==> config.mk <==
export PLATFORM = sky130hd
export DESIGN_NAME = nibble_serial_alu_flat
export DESIGN_NICKNAME = d
export VERILOG_FILES = /design/src/rtl/nibble_serial_alu_if.sv /design/src/rtl/nibble_serial_alu.sv /design/src/flat_wrapper.sv
export SDC_FILE = /design/constraint.sdc
export NUM_CORES = 1
export LEC_CHECK = 0
export ABC_AREA = 1
export BUFFER_PORTS_ARGS = -buffer_cell sky130_fd_sc_hd__buf_2
export CORE_MARGIN = 5
export CORE_UTILIZATION = 50
export DETAILED_ROUTE_END_ITERATION = 10
export PLACE_DENSITY = 0.74
export RECOVER_POWER = 100
export SETUP_SLACK_MARGIN = 0.1
export SYNTH_ARGS = -nofsm -noshare
export SYNTH_HDL_FRONTEND = slang
export SYNTH_SLANG_ARGS = --single-unit
==> constraint.sdc <==
create_clock -name clk -period 4.26 [get_ports clk]
set_input_delay 0.426 -clock clk [delete_from_list [all_inputs] [get_ports clk]]
set_output_delay 0.426 -clock clk [all_outputs]
set_load 0.02 [all_outputs]
==> src/rtl/nibble_serial_alu_if.sv <==
// nibble_serial_alu_if: command/operand/result bus of the nibble-serial ALU
interface nibble_serial_alu_if #(parameter int W = 32);
  logic         start;
  logic [2:0]   cmd;
  logic [W-1:0] word1;
  logic [W-1:0] word2;
  logic         busy;
  logic         is_latest;
  logic         done;
  logic         carry;
  logic [W-1:0] result;
  modport master(output start, cmd, word1, word2, input busy, is_latest, done, carry, result);
  modport slave(input start, cmd, word1, word2, output busy, is_latest, done, carry, result);
endinterface

==> src/rtl/nibble_serial_alu.sv <==
// nibble_serial_alu: 32-bit add/sub/logic/shift unit using one 4-bit slice, one nibble per clock
module nibble_serial_alu #(parameter int CNT_SIZE = 3) (
  input logic clk,
  input logic reset,
  nibble_serial_alu_if.slave bus
);
  localparam int W = 4 << CNT_SIZE;
  localparam logic [2:0] ADD = 3'd0, SUB = 3'd1, AND = 3'd2, OR = 3'd3, XOR = 3'd4, RSH = 3'd5, LSH = 3'd6;
  localparam logic [CNT_SIZE-1:0] ZERO = '0, ONE = 1, LAST = '1, PEN = LAST - ONE;
  typedef enum logic {IDLE, RUN} state_t;
  state_t              state;
  logic [2:0]          op;
  logic [W-1:0]        a, b;
  logic [CNT_SIZE-1:0] idx;
  logic                cin;
  logic [3:0]          d1, d2, s;
  logic [4:0]          sum;
  logic                cout, rev, last, arith;
  always_comb begin
    d1 = a[{idx, 2'b00} +: 4];
    d2 = b[{idx, 2'b00} +: 4];
    arith = op == ADD || op == SUB;
    sum = {1'b0, d1} + {1'b0, op == SUB ? ~d2 : d2} + {4'b0, cin};
    s = arith ? sum[3:0] : op == AND ? d1 & d2 : op == OR ? d1 | d2 : op == XOR ? d1 ^ d2 :
        op == RSH ? {cin, d2[3:1]} : op == LSH ? {d2[2:0], cin} : 4'h0;
    cout = arith ? sum[4] : op == RSH ? d2[0] : op == LSH ? d2[3] : 1'b0;
    rev = op == RSH;
    last = idx == (rev ? ZERO : LAST);
  end
  always_ff @(posedge clk) begin
    if (reset) begin
      state <= IDLE;
      op <= '0;
      a <= '0;
      b <= '0;
      idx <= '0;
      cin <= 1'b0;
      bus.busy <= 1'b0;
      bus.done <= 1'b0;
      bus.is_latest <= 1'b0;
      bus.carry <= 1'b0;
      bus.result <= '0;
    end else begin
      bus.done <= 1'b0;
      if (state == IDLE) begin
        if (bus.start) begin
          state <= RUN;
          op <= bus.cmd;
          a <= bus.word1;
          b <= bus.word2;
          bus.result <= '0;
          cin <= bus.cmd == SUB;
          idx <= bus.cmd == RSH ? LAST : ZERO;
          bus.busy <= 1'b1;
          bus.is_latest <= 1'b0;
        end
      end else begin
        bus.result[{idx, 2'b00} +: 4] <= s;
        cin <= cout;
        if (last) begin
          state <= IDLE;
          bus.busy <= 1'b0;
          bus.done <= 1'b1;
          bus.is_latest <= 1'b0;
          bus.carry <= arith & cout;
          idx <= '0;
        end else begin
          idx <= rev ? idx - ONE : idx + ONE;
          bus.is_latest <= idx == (rev ? ONE : PEN);
        end
      end
    end
  end
endmodule

==> src/flat_wrapper.sv <==
// flat-port wrapper written by rule: the top's interface ports become plain ports
module nibble_serial_alu_flat 
#(parameter int CNT_SIZE = 3)
  (clk, reset, bus_start, bus_cmd, bus_word1, bus_word2, bus_busy, bus_is_latest, bus_done, bus_carry, bus_result);
  nibble_serial_alu_if #(.W(32)) bus_i ();
  input logic clk;
  input logic reset;
  input wire logic [$bits(bus_i.start)-1:0] bus_start;
  input wire logic [$bits(bus_i.cmd)-1:0] bus_cmd;
  input wire logic [$bits(bus_i.word1)-1:0] bus_word1;
  input wire logic [$bits(bus_i.word2)-1:0] bus_word2;
  output wire logic [$bits(bus_i.busy)-1:0] bus_busy;
  output wire logic [$bits(bus_i.is_latest)-1:0] bus_is_latest;
  output wire logic [$bits(bus_i.done)-1:0] bus_done;
  output wire logic [$bits(bus_i.carry)-1:0] bus_carry;
  output wire logic [$bits(bus_i.result)-1:0] bus_result;
  assign bus_i.start = bus_start;
  assign bus_i.cmd = bus_cmd;
  assign bus_i.word1 = bus_word1;
  assign bus_i.word2 = bus_word2;
  assign bus_busy = bus_i.busy;
  assign bus_is_latest = bus_i.is_latest;
  assign bus_done = bus_i.done;
  assign bus_carry = bus_i.carry;
  assign bus_result = bus_i.result;
  nibble_serial_alu #(.CNT_SIZE(CNT_SIZE)) u_core (.clk(clk), .reset(reset), .bus(bus_i));
endmodule
==> run metrics <==
Max-cap violations 3; crit-path cells inv_1, nand3_1, nand3_1, and2_2, xor2_1, fa_1, inv_1, fa_1, or2_2, nand4_1, a21oi_1; area share of the largest cell type after synthesis 41.0%; FF-to-FF setup slack 620 ps; Worst slew margin -29.4%; Required @ worst endpoint 4440 ps; Post-layout nets 888; std cell rows 37; PD cells 388 nW/um^2; fin crit period 3640 ps; non-filler instance count after layout 941; crit path kind reg2reg; total negative slack 0 ps; DIE AREA 12700 sq um; Longest Clk Path Bufs 2; # diodes 0; worst slew pin tran 1940 ps; DP HPWL 9.86 mm; final worst slack 618 ps; routed length per placed instance 14.6 um; arrival time at the worst endpoint 3820 ps; setup violators final 0; status finished with violations; period utilization 85.5%; final core utilization 57.6%; CTS tree done; Worst Clk Skew 7.99 ps; Syn Inst Count 721; Setup Slack @ Placement 917 ps; clk slew on worst S/H paths 100 ps; violated checks max-capacitance violations, max-slew violations; worst skew pair latency 370 ps; DRT iter0 DRCs 414; initial antenna violation count 0; Num CTS Buffers 9; Seq/Total Area, Yosys 41.0%; syn_area_per_cell 7.31 sq um; leakage 2.51 nW; Worst path max stage delay 710 ps; post-placement cell count 925; fraction of layout cells with a size suffix above 1 15.2%; Die X 113 um; Final Cell Area 5940 sq um; Yosys cell types 46; Total GRT Usage 21.7%; cts hold-fix bufs 0; Root Buffer Master clkbuf_8; Remaining DRCs 0; Buffers on Ports 105; yosys warns 0; final WL 13.7 mm; antenna-violating nets left 0; final-report hold violation count 0; Net Count, Synth 809; vias in the first global route 4902; pin count of the biggest net entering global routing 67; CTS sink count 108; Worst path slowest cell dfxtp_1; Starting Density 51.0%; DR pass1 iterations 5; IO Pins 106; crit end category flip-flop; Area Overhead vs Synth 12.8%; Register Area 2160 sq um; worst vdd ir 0.233 mV; Slew Viols, Final 169; # resized after CTS 0; first-pass GRT wire length 23.1 mm; #FFs+latches synth 108; number of filler cells placed in the layout 1014; vias per cell 5.30; Synth area leader dfxtp_1; post-CTS setup buffers 0; core area 10300 sq um; ranking of synthesized cells by area dfxtp_1 (41%), nor2_1 (9.0%), o21ai_0 (8.3%); Post-DP Area 5800 sq um; unrepaired setup endpoints after global routing no; post-synthesis cell area 5270 sq um; critical path fanouts, max 21; Vias 4990; Peak Freq 275 MHz; Die Y-Extent 113 um; Multi-input gate area 2670 sq um; crit start category flip-flop; H-tree depth 3; gp weighted congestion 0.878; HP Class in2reg; global route overflow 0
## synth_stat cells, drive strengths merged
library cell / instances
nand2: 103
a32oi: 1
nor3: 5
a211oi: 1
buf: 20
ha: 15
o21ai: 89
o221ai: 2
xnor2: 2
dfxtp: 108
a41oi: 1
nor2: 134
a21boi: 1
or2: 6
nand3b: 1
o22ai: 6
inv: 57
and2: 2
nand4: 21
a21oi: 65
nor4: 2
xor2: 7
fa: 3
a221oi: 3
o211ai: 3
clkbuf: 23
nand3: 40
## routing by layer
metal | part of all wire [%] | vias to the layer above | routed length [um] | global-route usage [%]
met5 | 0 | - | 0 | 0
met4 | 1.8 | 0 | 248 | 6.41
met3 | 4.8 | 24 | 664 | 3.88
met2 | 46 | 151 | 6360 | 34.8
met1 | 47 | 2283 | 6480 | 29.8
li1 | - | 2532 | - | -
## logic make-up after synthesis
group / after synthesis / share of synthesized area [%]
buffers and inverters: 100 / 8.05
adders and majority gates: 18 / 4.70
xor gates and xnor gates: 9 / 1.64
and+or+nand+nor: 314 / 27.1
AOI/OAI and AO/OA: 172 / 17.5
DFF: 108 / 41.0
## critical path, delay by kind of cell, from the launching register on
family	cells	cell delay [ps]
AND/OR/NAND/NOR	5	1060
adder cells (fa/ha/maj)	2	830
flip-flops	1	710
buffers and inverters	2	590
XOR/XNOR	1	160
AO/OA/AOI/OAI	1	80
## area by class of cell
| type | instances | area share, % |
|---|---|---|
| inverter | 57 | 3.60 |
| clock buffer | 10 | 2.32 |
| timing repair buffer | 111 | 8.76 |
| sequential | 108 | 36.4 |
| tap | 136 | 2.86 |
| multi-input combinational | 513 | 44.9 |
| clock inverter | 6 | 1.16 |
## worst paths after layout
kind                      start  cells past startpoint                   end
setup / recovery  u_core.idx[1]                     11  u_core.bus.result[9]
hold / removal     bus_word1[3]                      3           u_core.a[3]
setup reg to reg  u_core.idx[1]                     11  u_core.bus.result[9]
hold reg to reg    u_core.b[16]                      2          u_core.b[16]
## per-stage QoR
stage               power (mW)  hold WS, ps
finish                    2.30          270
global route              2.44          262
CTS                       2.32          260
detailed placement        1.67          454
global placement          1.65          443
floorplan                 1.53          429
## registers in the layout, indices dropped and copies added (netlist names)
register and flops:
u_core.cin 1, u_core.bus.result 32, u_core.idx 3, u_core.bus.carry 1, u_core.bus.done 1, u_core.b 32, u_core.state 1, u_core.bus.busy 1
u_core.op 3, u_core.bus.is_latest 1, u_core.a 32
## cells in the final DEF, fill, tap and decap left out, types with 2 or more instances in the layout
cell,Yosys,final
clkbuf_1,23,38
inv_6,0,3
xnor2_1,2,2
nand2_2,4,4
dfxtp_1,108,108
a221oi_1,3,3
nor4_2,2,2
buf_4,3,5
nor2_4,3,3
o211ai_1,2,2
xor2_1,6,6
o21ai_0,87,87
or2_2,4,4
nor2_1,126,128
o221ai_1,2,2
o22ai_1,6,6
inv_2,9,6
inv_1,48,51
nor3_2,3,3
fa_1,3,3
nor2_2,5,3
clkbuf_8,0,10
nand2_1,98,98
ha_1,15,15
a21oi_1,65,65
nand4_1,20,21
nand3_1,39,39
buf_2,12,68
## where the power goes
group          internal [mW]  switching (mW)  total [mW]
clock network          0.293           0.353       0.647
registers               1.07          0.0388        1.11
logic                  0.182           0.369       0.551
total                   1.54           0.761        2.30
No activity file was read; power rests on OpenSTA's default activity.
